$ cat src/rtl/fp_div_pkg.sv
// Shared constants, state encoding and flag bundle for the iterative FP divider.
package fp_div_pkg;

    localparam int EXP_W      = 8;
    localparam int MAN_W      = 23;
    localparam int W          = 1 + EXP_W + MAN_W;
    localparam int SIG_W      = MAN_W + 1;
    localparam int BIAS       = 127;
    localparam int ITERATIONS = 26;

    localparam logic [W-1:0] QNAN    = 32'h7FC0_0000;
    localparam logic [W-1:0] INF_MAG = 32'h7F80_0000;

    typedef enum logic [1:0] {
        IDLE,
        DIVIDE,
        NORM,
        DONE
    } state_t;

    typedef struct packed {
        logic overflow;
        logic underflow;
        logic div_zero;
        logic invalid;
    } flags_t;

endpackage

$ cat src/rtl/fp_classify.sv
// Splits one IEEE-754 single operand into fields and classifies it.
// Denormals report as zero, so the divider never sees a significand without its hidden 1.
module fp_classify
    import fp_div_pkg::*;
(
    input  logic [W-1:0]     word,
    output logic             sign,
    output logic [EXP_W-1:0] exponent,
    output logic [SIG_W-1:0] sig,
    output logic             is_zero,
    output logic             is_inf,
    output logic             is_nan
);

    logic [MAN_W-1:0] man;

    assign sign     = word[W-1];
    assign exponent = word[W-2 -: EXP_W];
    assign man      = word[MAN_W-1:0];
    assign sig      = {1'b1, man};
    assign is_zero  = (exponent == '0);
    assign is_inf   = (exponent == '1) && (man == '0);
    assign is_nan   = (exponent == '1) && (man != '0);

endmodule

$ cat src/rtl/floating_point_div_seq.sv
// Iterative single-precision divider: restoring mantissa division, one quotient
// bit per cycle, truncating rounding, result held on a valid/ready output.
module floating_point_div_seq
    import fp_div_pkg::*;
(
    input  logic         clk,
    input  logic         rst_n,
    input  logic         in_valid,
    output logic         in_ready,
    input  logic [W-1:0] a,
    input  logic [W-1:0] b,
    output logic         out_valid,
    input  logic         out_ready,
    output logic [W-1:0] result,
    output logic         overflow,
    output logic         underflow,
    output logic         div_zero,
    output logic         invalid
);

    localparam int EXPD_W = EXP_W + 2;
    localparam int CNT_W  = $clog2(ITERATIONS);
    localparam int REM_W  = SIG_W + 2;

    localparam logic signed [EXPD_W-1:0] EXP_BIAS    = EXPD_W'(BIAS);
    localparam logic signed [EXPD_W-1:0] EXP_BIAS_M1 = EXPD_W'(BIAS - 1);
    localparam logic signed [EXPD_W-1:0] EXP_MAX     = EXPD_W'((1 << EXP_W) - 1);
    localparam logic [CNT_W-1:0]         ITER_LAST   = CNT_W'(ITERATIONS - 1);

    state_t state, state_next;

    logic             sign_a, sign_b, zero_a, zero_b, inf_a, inf_b, nan_a, nan_b;
    logic [EXP_W-1:0] exp_a, exp_b;
    logic [SIG_W-1:0] sig_a, sig_b;
    logic             sign;

    logic             is_special;
    logic [W-1:0]     special_result;
    flags_t           special_flags;

    logic                     q_sign;
    logic signed [EXPD_W-1:0] exp_diff;
    logic [SIG_W-1:0]         divisor;
    logic [REM_W-1:0]         rem;
    logic [ITERATIONS-1:0]    quot;
    logic [CNT_W-1:0]         iter;
    logic [W-1:0]             pend_result;
    flags_t                   pend_flags;

    logic                     rem_ge;
    logic [REM_W-1:0]         rem_sub;
    logic signed [EXPD_W-1:0] norm_exp;
    logic [MAN_W-1:0]         norm_man;
    logic [W-1:0]             norm_result;
    flags_t                   norm_flags;

    fp_classify u_classify_a (
        .word     (a),
        .sign     (sign_a),
        .exponent (exp_a),
        .sig      (sig_a),
        .is_zero  (zero_a),
        .is_inf   (inf_a),
        .is_nan   (nan_a)
    );

    fp_classify u_classify_b (
        .word     (b),
        .sign     (sign_b),
        .exponent (exp_b),
        .sig      (sig_b),
        .is_zero  (zero_b),
        .is_inf   (inf_b),
        .is_nan   (nan_b)
    );

    assign sign = sign_a ^ sign_b;

    // Special-operand results, checked in priority order; anything else needs the divider.
    always_comb begin
        special_result = '0;
        special_flags  = '0;
        is_special     = 1'b1;
        if (nan_a || nan_b || (zero_a && zero_b) || (inf_a && inf_b)) begin
            special_result        = QNAN;
            special_flags.invalid = 1'b1;
        end else if (zero_b && !inf_a) begin
            special_result         = {sign, INF_MAG[W-2:0]};
            special_flags.div_zero = 1'b1;
        end else if (inf_a) begin
            special_result = {sign, INF_MAG[W-2:0]};
        end else if (inf_b || zero_a) begin
            special_result = {sign, {(W-1){1'b0}}};
        end else begin
            is_special = 1'b0;
        end
    end

    // One restoring step: subtract the divisor when it fits, the fit decision is the next quotient bit.
    always_comb begin
        rem_ge  = (rem >= {2'b00, divisor});
        rem_sub = rem_ge ? (rem - {2'b00, divisor}) : rem;
    end

    // Normalize the quotient, range-check the exponent and pack the final word.
    always_comb begin
        norm_flags = '0;
        if (quot[ITERATIONS-1]) begin
            norm_man = quot[ITERATIONS-2 -: MAN_W];
            norm_exp = exp_diff + EXP_BIAS;
        end else begin
            norm_man = quot[ITERATIONS-3 -: MAN_W];
            norm_exp = exp_diff + EXP_BIAS_M1;
        end
        if (norm_exp >= EXP_MAX) begin
            norm_result         = {q_sign, INF_MAG[W-2:0]};
            norm_flags.overflow = 1'b1;
        end else if (norm_exp[EXPD_W-1] || (norm_exp == '0)) begin
            norm_result          = {q_sign, {(W-1){1'b0}}};
            norm_flags.underflow = 1'b1;
        end else begin
            norm_result = {q_sign, norm_exp[EXP_W-1:0], norm_man};
        end
    end

    // State register.
    always_ff @(posedge clk) begin
        if (!rst_n) begin
            state <= IDLE;
        end else begin
            state <= state_next;
        end
    end

    // Next-state logic and the idle-side handshake.
    always_comb begin
        state_next = state;
        in_ready   = 1'b0;
        case (state)
            IDLE: begin
                in_ready = 1'b1;
                if (in_valid) begin
                    state_next = is_special ? DONE : DIVIDE;
                end
            end
            DIVIDE: begin
                if (iter == ITER_LAST) begin
                    state_next = NORM;
                end
            end
            NORM: state_next = DONE;
            DONE: begin
                if (out_valid && out_ready) begin
                    state_next = IDLE;
                end
            end
            default: state_next = IDLE;
        endcase
    end

    // Datapath: capture operands on accept, iterate the divider, stage the packed result.
    always_ff @(posedge clk) begin
        if (!rst_n) begin
            q_sign      <= 1'b0;
            exp_diff    <= '0;
            divisor     <= '0;
            rem         <= '0;
            quot        <= '0;
            iter        <= '0;
            pend_result <= '0;
            pend_flags  <= '0;
        end else begin
            case (state)
                IDLE: begin
                    if (in_valid) begin
                        q_sign      <= sign;
                        exp_diff    <= $signed({2'b00, exp_a}) - $signed({2'b00, exp_b});
                        divisor     <= sig_b;
                        rem         <= {2'b00, sig_a};
                        quot        <= '0;
                        iter        <= '0;
                        pend_result <= special_result;
                        pend_flags  <= special_flags;
                    end
                end
                DIVIDE: begin
                    rem  <= rem_sub << 1;
                    quot <= {quot[ITERATIONS-2:0], rem_ge};
                    iter <= iter + 1'b1;
                end
                NORM: begin
                    pend_result <= norm_result;
                    pend_flags  <= norm_flags;
                end
                default: ;
            endcase
        end
    end

    // Output register: load the staged result on the first DONE cycle, hold it until consumed.
    always_ff @(posedge clk) begin
        if (!rst_n) begin
            out_valid <= 1'b0;
            result    <= '0;
            overflow  <= 1'b0;
            underflow <= 1'b0;
            div_zero  <= 1'b0;
            invalid   <= 1'b0;
        end else if (state == DONE) begin
            if (!out_valid) begin
                out_valid <= 1'b1;
                result    <= pend_result;
                overflow  <= pend_flags.overflow;
                underflow <= pend_flags.underflow;
                div_zero  <= pend_flags.div_zero;
                invalid   <= pend_flags.invalid;
            end else if (out_ready) begin
                out_valid <= 1'b0;
            end
        end
    end

endmodule
$ cat config.mk
export PLATFORM = sky130hd
export DESIGN_NAME = floating_point_div_seq
export DESIGN_NICKNAME = d
export VERILOG_FILES = /design/src/rtl/fp_div_pkg.sv /design/src/rtl/fp_classify.sv /design/src/rtl/floating_point_div_seq.sv
export SDC_FILE = /design/constraint.sdc
export NUM_CORES = 1
export LEC_CHECK = 0
export CAP_MARGIN = 40
export CORE_ASPECT_RATIO = 0.6
export CORE_MARGIN = 3
export CORE_UTILIZATION = 25
export DETAILED_ROUTE_END_ITERATION = 6
export DONT_BUFFER_PORTS = 1
export PLACE_DENSITY = 0.45
export SETUP_SLACK_MARGIN = 0.5
export SYNTH_ARGS = -nofsm -noshare
export SYNTH_HDL_FRONTEND = slang
export SYNTH_HIERARCHICAL = 1
export SYNTH_SLANG_ARGS = --single-unit
$ cat constraint.sdc
create_clock -name clk -period 3.2 [get_ports clk]
set_clock_uncertainty 0.1 [all_clocks]
set_input_delay 0.32 -clock clk [delete_from_list [all_inputs] [get_ports clk]]
set_output_delay 0.32 -clock clk [all_outputs]
set_load 0.01 [all_outputs]
# Word level (Yosys, flattened, before mapping)
# Cells that the tools add are included.
classes:
  order_cmp: 2
  eq_ne: 9
  n_mux: 37
  bitwise: 2
  reduce_logical: 29
  add_sub_neg: 5
ops:
  columns: ["cell", "n"]
  rows:
  - ["$mux W32", 5]
  - ["$pmux W26 S2", 2]
  - ["$pmux W32 S2", 1]
  - ["$mux W31", 2]
  - ["$mux W26", 2]
  - ["$logic_not A23 Y1", 2]
  - ["$reduce_bool A23 Y1", 2]
  - ["$ge A26 B24 Y1", 1]
  - ["$mux W25", 1]
  - ["$sub A25 B24 Y25", 1]
  - ["$mux W23", 1]
  - ["$add A10 B8 Y10 const B", 2]
  - ["$eq A8 B8 Y1 const B", 2]
  - ["$logic_not A8 Y1", 2]
  - ["$mux W1", 13]
  - ["$ge A10 B9 Y1 const B", 1]
  - ["$logic_not A10 Y1", 1]
  - ["$mux W10", 1]
  - ["$pmux W5 S2", 1]
  - ["$sub A8 B8 Y9", 1]
  - ["$logic_and A1 B1 Y1", 8]
  - ["$mux W2", 4]
  - ["$pmux W2 S4", 1]
  - ["$pmux W4 S2", 1]
  - ["other kinds (15)", 26]
totals:
  word_cells: 102
  register_bits: 167
  output_inout_bits: 38

# Depth between registers and ports, before layout
# Gate-level depths: netlist of run 1.
logic_depth:
  word_depth: 10
  depth_mapped: 13

# Modules after synthesis
# The synthesis of run 1 kept the hierarchy.
modules_own_cells:
  columns: ["mod", "area_per_inst_um2", "n_inst", "cells_per_inst", "seq_area_each_um2"]
  rows:
  - ["floating_point_div_seq", 8222.9, 1, 1012, 3323.2]
  - ["fp_classify", 350.3, 2, 50, 0.0]

# Worst setup path after synthesis of run 1
# Ideal clock, no wire load.
synth_timing:
  kind: "register to register"
  from: "register rem[0]"
  to: "register rem[13]"
  synth_period_minus_slack_ns: 2.825
  setup_slack_ns: 0.375
  t_required_ns: 2.972
  setup_time_ns: 0.128
  arrival_time_ns: 2.597
  path_stages_with_launch: 13
  cell_sequence: "dfxtp_1 > inv_1 > ha_1 > fa_1 > nor2b_1 > o31a_1 > o21ai_1 > o21ai_1 > a21oi_1 > o21bai_1 > mux2_2 > a222oi_1 > nor2_1"
synth_via:
  elab_chain_cells: 3
  elab_cells_between_ends: 4
  cone_classes: "add/sub: 1; order compare: 1; mux: 2"
synth_lines:
  columns: ["element", "line_no", "text"]
  rows:
  - ["from (decl)", "floating_point_div_seq.sv:44", "logic [REM_W-1:0] rem;"]
  - ["from (signal assigned)", "floating_point_div_seq.sv:179", "rem <= {2'b00, sig_a};"]
  - ["from (signal assigned)", "floating_point_div_seq.sv:187", "rem <= rem_sub << 1;"]
  - ["$sub A25 B24 Y25 / $ge A26 B24 Y1 (equally long branches)", "floating_point_div_seq.sv:102, floating_point_div_seq.sv:101", null]
  - ["$mux W25 *", "floating_point_div_seq.sv:102", "rem_sub = rem_ge ? (rem - {2'b00, divisor}) : rem;"]
  - ["$pmux W26 S2 *", "floating_point_div_seq.sv:173", "case (state)"]
# Mark *: on every way between the ends. The rest lies on a longest branch, timed or not.
# A chain may end at the register's enable or synchronous reset.

# Worst setup path after layout of run 1
layout_timing:
  from: "register rem[0]"
  to: "register rem[22]"
# Same word-level chain as after synthesis.

==> impl_metrics.yaml, run 1 <==
outcome:
  run_status: "finished with violations"
  failed_checks: "negative hold slack"
layout:
  most_common_library_cell_in_the_layout_ignoring_fill_and_taps: "sky130_fd_sc_hd__nand2_1"
  finalCoreUtilization: 0.313
  layout.cells.most_common_list: "188 x sky130_fd_sc_hd__nand2_1, 161 x sky130_fd_sc_hd__dfxtp_1, 97 x sky130_fd_sc_hd__a21oi_1"
  finish.cell_count_without_fillers: 1585
  layout_overhead_on_the_synthesized_area_pct: 20.8
  layout_cells_sized_above_1: 0.149
  number_of_filler_instances_in_the_final_layout: 3616
  nNetsFinal: 1223
  postLayoutCellArea_sq_mm: 0.0108
global_route:
  grt_max_degree: 71
  overflow: 0
  grt_pass1_vias: 7309
  grt_first_pass_wirelength_microns: 42900
  antenna_found_initial: 1
  grt.total_usage: 0.143
power_and_ir_drop:
  clock_group_share_of_total_power: 0.305
  comb_power_share: 0.358
  total_leakage_power_nw: 3.88
  netSwitchingPower_mw: 2.31
  internal_power_mw: 4.40
  power.density_cell_area_mw_per_mm2: 623
  vdd_drop_max_v: 0.000333
  power.switching_fraction: 0.345
  totalPowerFinal_mw: 6.71
  seq_power_share: 0.338
timing:
  timing.slew.headroom: 0.450
  final-max-slew-violation-count: 0
  fin_crit_sh: 0.881
  clock.fmax_mhz: 355
  grt_setup_unrepaired: "yes"
  final.setup.worst_slack_ps: 380
  hold_viol: 1
  fin_crit_ps: 2820
  slew_of_the_pin_with_the_lowest_slew_margin_ps: 826
  final_setup_fails: 0
  fin_tns_setup_ps: 0
  worst_hold_slack_ps: -91.3
synth:
  synth_nets: 1222
  total_of_warnings_raised_by_yosys: 6
  synth_area_sq_mm: 0.00892
  ys_types: 61
  async_flop_share: 0
  synth.ff_latch_count: 166
  seq_area_frac_synth: 0.372
  synth_ff_type: "sky130_fd_sc_hd__dfxtp_1"
  syn_area_per_cell_sq_um: 8.02
  number_of_enable_type_register_cells_in_the_synthesized_netlist: 0
  postSynthCellCount: 1112
placed_design:
  placed_cell_area_sq_mm: 0.00901
  dp_hpwl_microns: 19000
  port_buffer_cells: 0
  place.detailed.instances: 1471
  dpl_worst_slack_ps: 224
  place.gp.congestion: 0.867
critical_path:
  max_stage_delay_on_crit_path_ps: 370
  worstSetupStartpointType: "flop"
  critical-path-top-cell-by-count: "sky130_fd_sc_hd__buf_6"
  critPathSlowestCell: "sky130_fd_sc_hd__fa_2"
  worstSetupEndpointType: "flop"
  crit_required_ps: 3380
  timing.critical_path.buf_inv: 4
  cell_by_cell_trace_of_the_critical_path: "inv_2 -> ha_4 -> fa_2 -> nor2b_4 -> o31a_1 -> buf_6 -> o21ai_4 -> o21ai_2 -> a21oi_2 -> o21bai_4 -> buf_4 -> buf_6 -> nor2_1 -> a222oi_1 -> o32ai_1"
  arrival_ps: 3000
  worstSetupPathType: "reg -> reg"
  cp_top_family: "compound AO/OA/AOI/OAI gates"
  ff2ff_setup_slack_ps: 380
  worstPathMaxFanout: 7
detailed_routing:
  drt_first_iter_violations: 539
  vias: 7698
  drt-vias-per-instance: 4.86
  drt_pass1_iterations: 5
  post_route_drc: 0
  avgRoutedWirePerCell_microns: 17.5
  drtAntennaViolNets: 0
  totalWireLength_microns: 27700
clock_network:
  tritoncts: "done"
  cts-root-to-sink-buffers: 2
  clock_latency_ps: 440
  cts-hold-fix-buffers: 54
  clock_transition_at_the_registers_of_the_reported_paths_ps: 70
  cts-root-buf: "sky130_fd_sc_hd__clkbuf_16"
  cts_sinks: 166
  htree_levels: 4
  total_clock_buffers_created_by_cts: 17
floorplan:
  floorplan.die_area_sq_mm: 0.0381
  core.rowCount: 52
  core_area_sq_mm: 0.0344
  io_pins: 106
  die_height_microns: 152
  die-width_microns: 250
  initial_core_utilization: 0.259
min_path:
  worstHoldPathType: "in -> reg"
run:
  drv.max_cap_violation_count: 0
## final cells by class
type                            count  area (sq um)  share of cell area
Inverter                           51           194              0.0180
Multi-Input combinational cell    771          5060               0.470
Clock buffer                       19           453              0.0420
Clock inverter                     11           116              0.0108
Antenna cell                        2          5.00            0.000464
Tap cell                          459           574              0.0533
Timing Repair Buffer              106          1040              0.0967
Sequential cell                   166          3330               0.309
## kinds of logic (layout without fill, tap and decap cells)
kind of cell             Yosys count  count (layout)  synth area share
AND/OR/NAND/NOR                  344             344             0.167
AO/OA/AOI/OAI                    307             307             0.216
buffers and inverters            175             187             0.102
flip-flops                       166             166             0.372
adder cells (fa/ha/maj)           42              42            0.0606
multiplexers                      40              40            0.0453
XOR/XNOR                          36              36            0.0353
other                              2               4          0.000842
## cells in the mapped netlist, types with 6 or more instances
cell	number	area share
sky130_fd_sc_hd__clkbuf_1	48	0.020
sky130_fd_sc_hd__o22ai_1	20	0.014
sky130_fd_sc_hd__nand2_1	189	0.080
sky130_fd_sc_hd__xnor2_1	20	0.020
sky130_fd_sc_hd__a22oi_1	53	0.045
sky130_fd_sc_hd__dfxtp_1	166	0.37
sky130_fd_sc_hd__inv_1	51	0.021
sky130_fd_sc_hd__o21ai_0	28	0.016
sky130_fd_sc_hd__a21o_1	14	0.012
sky130_fd_sc_hd__o21a_1	7	0.0059
sky130_fd_sc_hd__and2_1	6	0.0042
sky130_fd_sc_hd__xor2_1	16	0.016
sky130_fd_sc_hd__a211oi_1	7	0.0059
sky130_fd_sc_hd__o211ai_1	6	0.0050
sky130_fd_sc_hd__nor3_1	8	0.0045
sky130_fd_sc_hd__nand4_1	13	0.0091
sky130_fd_sc_hd__nor4_1	12	0.0084
sky130_fd_sc_hd__o21ai_1	23	0.013
sky130_fd_sc_hd__buf_4	67	0.056
sky130_fd_sc_hd__nand3_1	7	0.0039
sky130_fd_sc_hd__nor2_1	73	0.031
sky130_fd_sc_hd__nand2b_1	6	0.0042
sky130_fd_sc_hd__ha_1	40	0.056
sky130_fd_sc_hd__mux2i_1	37	0.042
sky130_fd_sc_hd__a31oi_1	13	0.0091
sky130_fd_sc_hd__nor2b_1	11	0.0077
sky130_fd_sc_hd__a21oi_1	103	0.058
## timing repair
item                                    4_1_cts  5_1_grt
gates resized for setup                      42       62
setup buffers                                19        6
pin swaps                                    16       46
endpoints found under the hold margin        53        1
endpoints found under the setup margin       56       58
cloned                                        3        0
## sequential cells by signal (all words and copies together), names as in the netlist, 4 cells and up
signal	cells
result	32
pend_result	32
quot	26
iter	5
exp_diff	9
pend_flags	4
rem	26
divisor	24
## power groups by stage
stage                     combinational (mW)  clock (mW)  sequential [mW]
after floorplan                         1.55           0             2.27
after global placement                  1.95           0             2.31
after detailed placement                1.93           0             2.30
after CTS                               2.22        2.11             2.26
after global routing                    2.63        2.20             2.28
final                                   2.40        2.04             2.27
## worst paths after layout
| check | start | end | cells past startpoint |
|---|---|---|---|
| worst max register to register | rem[0]$_SDFFE_PN0P_ | rem[22]$_SDFFE_PN0P_ | 15 |
| worst min-delay path | rst_n | pend_result[28]$_SDFFE_PN0P_ | 1 |
| worst max-delay path | rem[0]$_SDFFE_PN0P_ | rem[22]$_SDFFE_PN0P_ | 15 |
| worst min register to register | divisor[9]$_SDFFE_PN0P_ | divisor[9]$_SDFFE_PN0P_ | 2 |
## worst register-to-register path, cell delays in order (launching register included)
cell and delay, ps:
sky130_fd_sc_hd__dfxtp_2 330, sky130_fd_sc_hd__inv_2 40, sky130_fd_sc_hd__ha_4 150, sky130_fd_sc_hd__fa_2 370, sky130_fd_sc_hd__nor2b_4 120, sky130_fd_sc_hd__o31a_1 180
sky130_fd_sc_hd__buf_6 110, sky130_fd_sc_hd__o21ai_4 70, sky130_fd_sc_hd__o21ai_2 190, sky130_fd_sc_hd__a21oi_2 100, sky130_fd_sc_hd__o21bai_4 190, sky130_fd_sc_hd__buf_4 150
sky130_fd_sc_hd__buf_6 120, sky130_fd_sc_hd__nor2_1 60, sky130_fd_sc_hd__a222oi_1 240, sky130_fd_sc_hd__o32ai_1 140
## metal layers
metal / up-vias / share of wire / global-route usage
met5: - / 0 / 0
met4: 0 / 0.018 / 0.0433
met3: 21 / 0.048 / 0.0397
met2: 171 / 0.42 / 0.202
met1: 3687 / 0.52 / 0.210
li1: 3819 / - / -
No activity file was read; power rests on OpenSTA's default activity.
==> run 2: changes to the inputs <==
--- a/config.mk
+++ b/config.mk
@@ -5,6 +5,7 @@
 export SDC_FILE = /design/constraint.sdc
 export NUM_CORES = 1
 export LEC_CHECK = 0
+export ABC_AREA = 1
 export CAP_MARGIN = 40
 export CORE_ASPECT_RATIO = 0.6
 export CORE_MARGIN = 3
==> impl_metrics.yaml, run 2 <==
outcome:
  run_status: "completed"
layout:
  most_common_library_cell_in_the_layout_ignoring_fill_and_taps: "sky130_fd_sc_hd__nand2_1"
  layout.cells.most_common_list: "353 x sky130_fd_sc_hd__nand2_1, 223 x sky130_fd_sc_hd__inv_1, 194 x sky130_fd_sc_hd__nor2_1"
  nNetsFinal: 1652
  layout_top_registers: "pend_result: 32 flops, result: 32 flops"
  finish.cell_count_without_fillers: 2115
  layout_cells_sized_above_1: 0.0907
  diodes: 0
  postLayoutCellArea_sq_mm: 0.0114
  layout_overhead_on_the_synthesized_area_pct: 8.07
synth:
  netlist.top_cell.by_area: "sky130_fd_sc_hd__dfxtp_1"
  yosys.cell_count.top_type: "sky130_fd_sc_hd__nand2_1"
  synth_top_cells_by_area: "sky130_fd_sc_hd__dfxtp_1 31%, sky130_fd_sc_hd__nand2_1 13%, sky130_fd_sc_hd__inv_1 7.9%"
  number_of_enable_type_register_cells_in_the_synthesized_netlist: 0
  ys_top_cells_by_count: "354 x sky130_fd_sc_hd__nand2_1, 223 x sky130_fd_sc_hd__inv_1, 196 x sky130_fd_sc_hd__nor2_1"
  synth_ff_type: "sky130_fd_sc_hd__dfxtp_1"
  seq_area_frac_synth: 0.314
  syn_area_per_cell_sq_um: 6.55
  yosysTopAreaCellShare: 0.314
  synth_nets: 1725
  ys_types: 49
  synth.ff_latch_count: 166
  postSynthCellCount: 1615
  total_of_warnings_raised_by_yosys: 6
  async_flop_share: 0
  synth_area_sq_mm: 0.0106
critical_path:
  worst-path-stages: 13
  timing.critical_path.buf_inv: 2
  arrival_ps: 2680
  crit_required_ps: 3420
  max_stage_delay_on_crit_path_ps: 430
  critPathSlowestCell: "sky130_fd_sc_hd__o21ai_1"
  worstSetupStartpointType: "flop"
  r2r.worst_path.cells: 13
  cell_by_cell_trace_of_the_critical_path: "inv_1 -> ha_1 -> fa_1 -> inv_1 -> a21oi_1 -> o21ai_1 -> nand2_1 -> nand2_1 -> nand2_1 -> nand2_1 -> nand2_1 -> nand3_1 -> a21oi_1"
  critical-path-top-cell-by-count: "sky130_fd_sc_hd__nand2_1"
  worstSetupPathType: "reg -> reg"
  worstSetupEndpointType: "flop"
  cp_top_family: "compound AO/OA/AOI/OAI gates"
  worstPathMaxFanout: 4
placed_design:
  place.gp.congestion: 0.899
  dpl_worst_slack_ps: 644
  port_buffer_cells: 0
  place.detailed.instances: 2064
  placed_cell_area_sq_mm: 0.0106
  dp_hpwl_microns: 25500
run:
  drv.max_cap_violation_count: 0
timing:
  hold_viol: 0
  clock.fmax_mhz: 408
  final_setup_fails: 0
  final.setup.worst_slack_ps: 747
  worst_hold_slack_ps: 28.6
  fin_crit_sh: 0.766
  final-max-slew-violation-count: 0
  timing.slew.headroom: 0.502
  slew_of_the_pin_with_the_lowest_slew_margin_ps: 746
  grt_setup_unrepaired: "no"
  fin_crit_ps: 2450
  fin_tns_setup_ps: 0
global_route:
  antenna_found_initial: 1
  grt_max_degree: 77
  grt_pass1_vias: 8949
  grt_first_pass_wirelength_microns: 53000
  overflow: 0
  grt.total_usage: 0.154
floorplan:
  core_area_sq_mm: 0.0411
  die_height_microns: 165
  core.rowCount: 57
  floorplan.die_area_sq_mm: 0.0449
  io_pins: 106
  initial_core_utilization: 0.257
  die-width_microns: 272
detailed_routing:
  drt_pass1_iterations: 5
  post_route_drc: 0
  drtAntennaViolNets: 0
  drt-vias-per-instance: 4.54
  vias: 9602
  avgRoutedWirePerCell_microns: 16.2
  totalWireLength_microns: 34200
  drt_first_iter_violations: 833
min_path:
  worstHoldPathCells: 2
  worstHoldPathType: "in -> reg"
clock_network:
  cts-root-to-sink-buffers: 2
  clock_transition_at_the_registers_of_the_reported_paths_ps: 80
  cts_sinks: 166
  total_clock_buffers_created_by_cts: 17
  tritoncts: "done"
  cts-root-buf: "sky130_fd_sc_hd__clkbuf_16"
  post_cts_buffers: 0
  htree_levels: 4
  clock_latency_ps: 450
power_and_ir_drop:
  vdd_drop_max_v: 0.000810
  total_leakage_power_nw: 5.03
  power.density_cell_area_mw_per_mm2: 1070
## run 2: repair_timing
action | CTS | global route
hold buffers | 19 | 0
gates resized for setup | 0 | 3
hold endpoints to repair | 77 | 0
setup endpoints to repair | 0 | 30
## run 2: final cells by class
type | count | area, sq um
clock buffers | 18 | 429
clock inverters | 14 | 138
fillers | 4676 | 29600
inverters | 236 | 891
multi-input cells | 1082 | 5560
flip-flops and latches | 166 | 3320
well taps | 560 | 701
repair buffers | 39 | 394
## run 2: through the flow
| step | util | power [mW] |
|---|---|---|
| finish | 0.278 | 12.3 |
| global route | 0.278 | 13.4 |
| CTS | 0.278 | 12.2 |
| detailed placement | 0.259 | 10.0 |
| global placement | 0.258 | 10.0 |
| floorplan | - | 8.20 |
## run 2: power by group
group          internal (mW)  switching (mW)  total [mW]
clock                   1.09           0.990        2.08
combinational           2.27            5.14        7.41
sequential              2.46           0.313        2.78
total                   5.83            6.44        12.3
## run 2: cell families (layout without fill, tap and decap cells)
logic type | after synthesis | in the layout | share of synthesized area
AO/OA/AOI/OAI | 289 | 289 | 0.149
XOR/XNOR | 16 | 16 | 0.0132
flip-flops | 166 | 166 | 0.314
buffers and inverters | 367 | 307 | 0.162
AND/OR/NAND/NOR | 733 | 733 | 0.310
adder cells (fa/ha/maj) | 42 | 42 | 0.0511
other | 2 | 2 | 0.000710
## run 2: final timing paths
kind,end,slack (ps),start
worst max-delay path,rem[17]$_SDFFE_PN0P_,750,rem[0]$_SDFFE_PN0P_
worst min-delay path,exp_diff[1]$_SDFFE_PN0P_,30,b[24]
worst max register to register,rem[17]$_SDFFE_PN0P_,750,rem[0]$_SDFFE_PN0P_
worst min register to register,divisor[8]$_SDFFE_PN0P_,370,divisor[8]$_SDFFE_PN0P_
## run 2: layer usage
layer,track usage,wire (microns),up-vias
met3,0.0440,2560,13
met1,0.251,19500,4434
met4,0.0283,263,0
li1,-,-,4923
met5,0,0,-
met2,0.190,11900,232
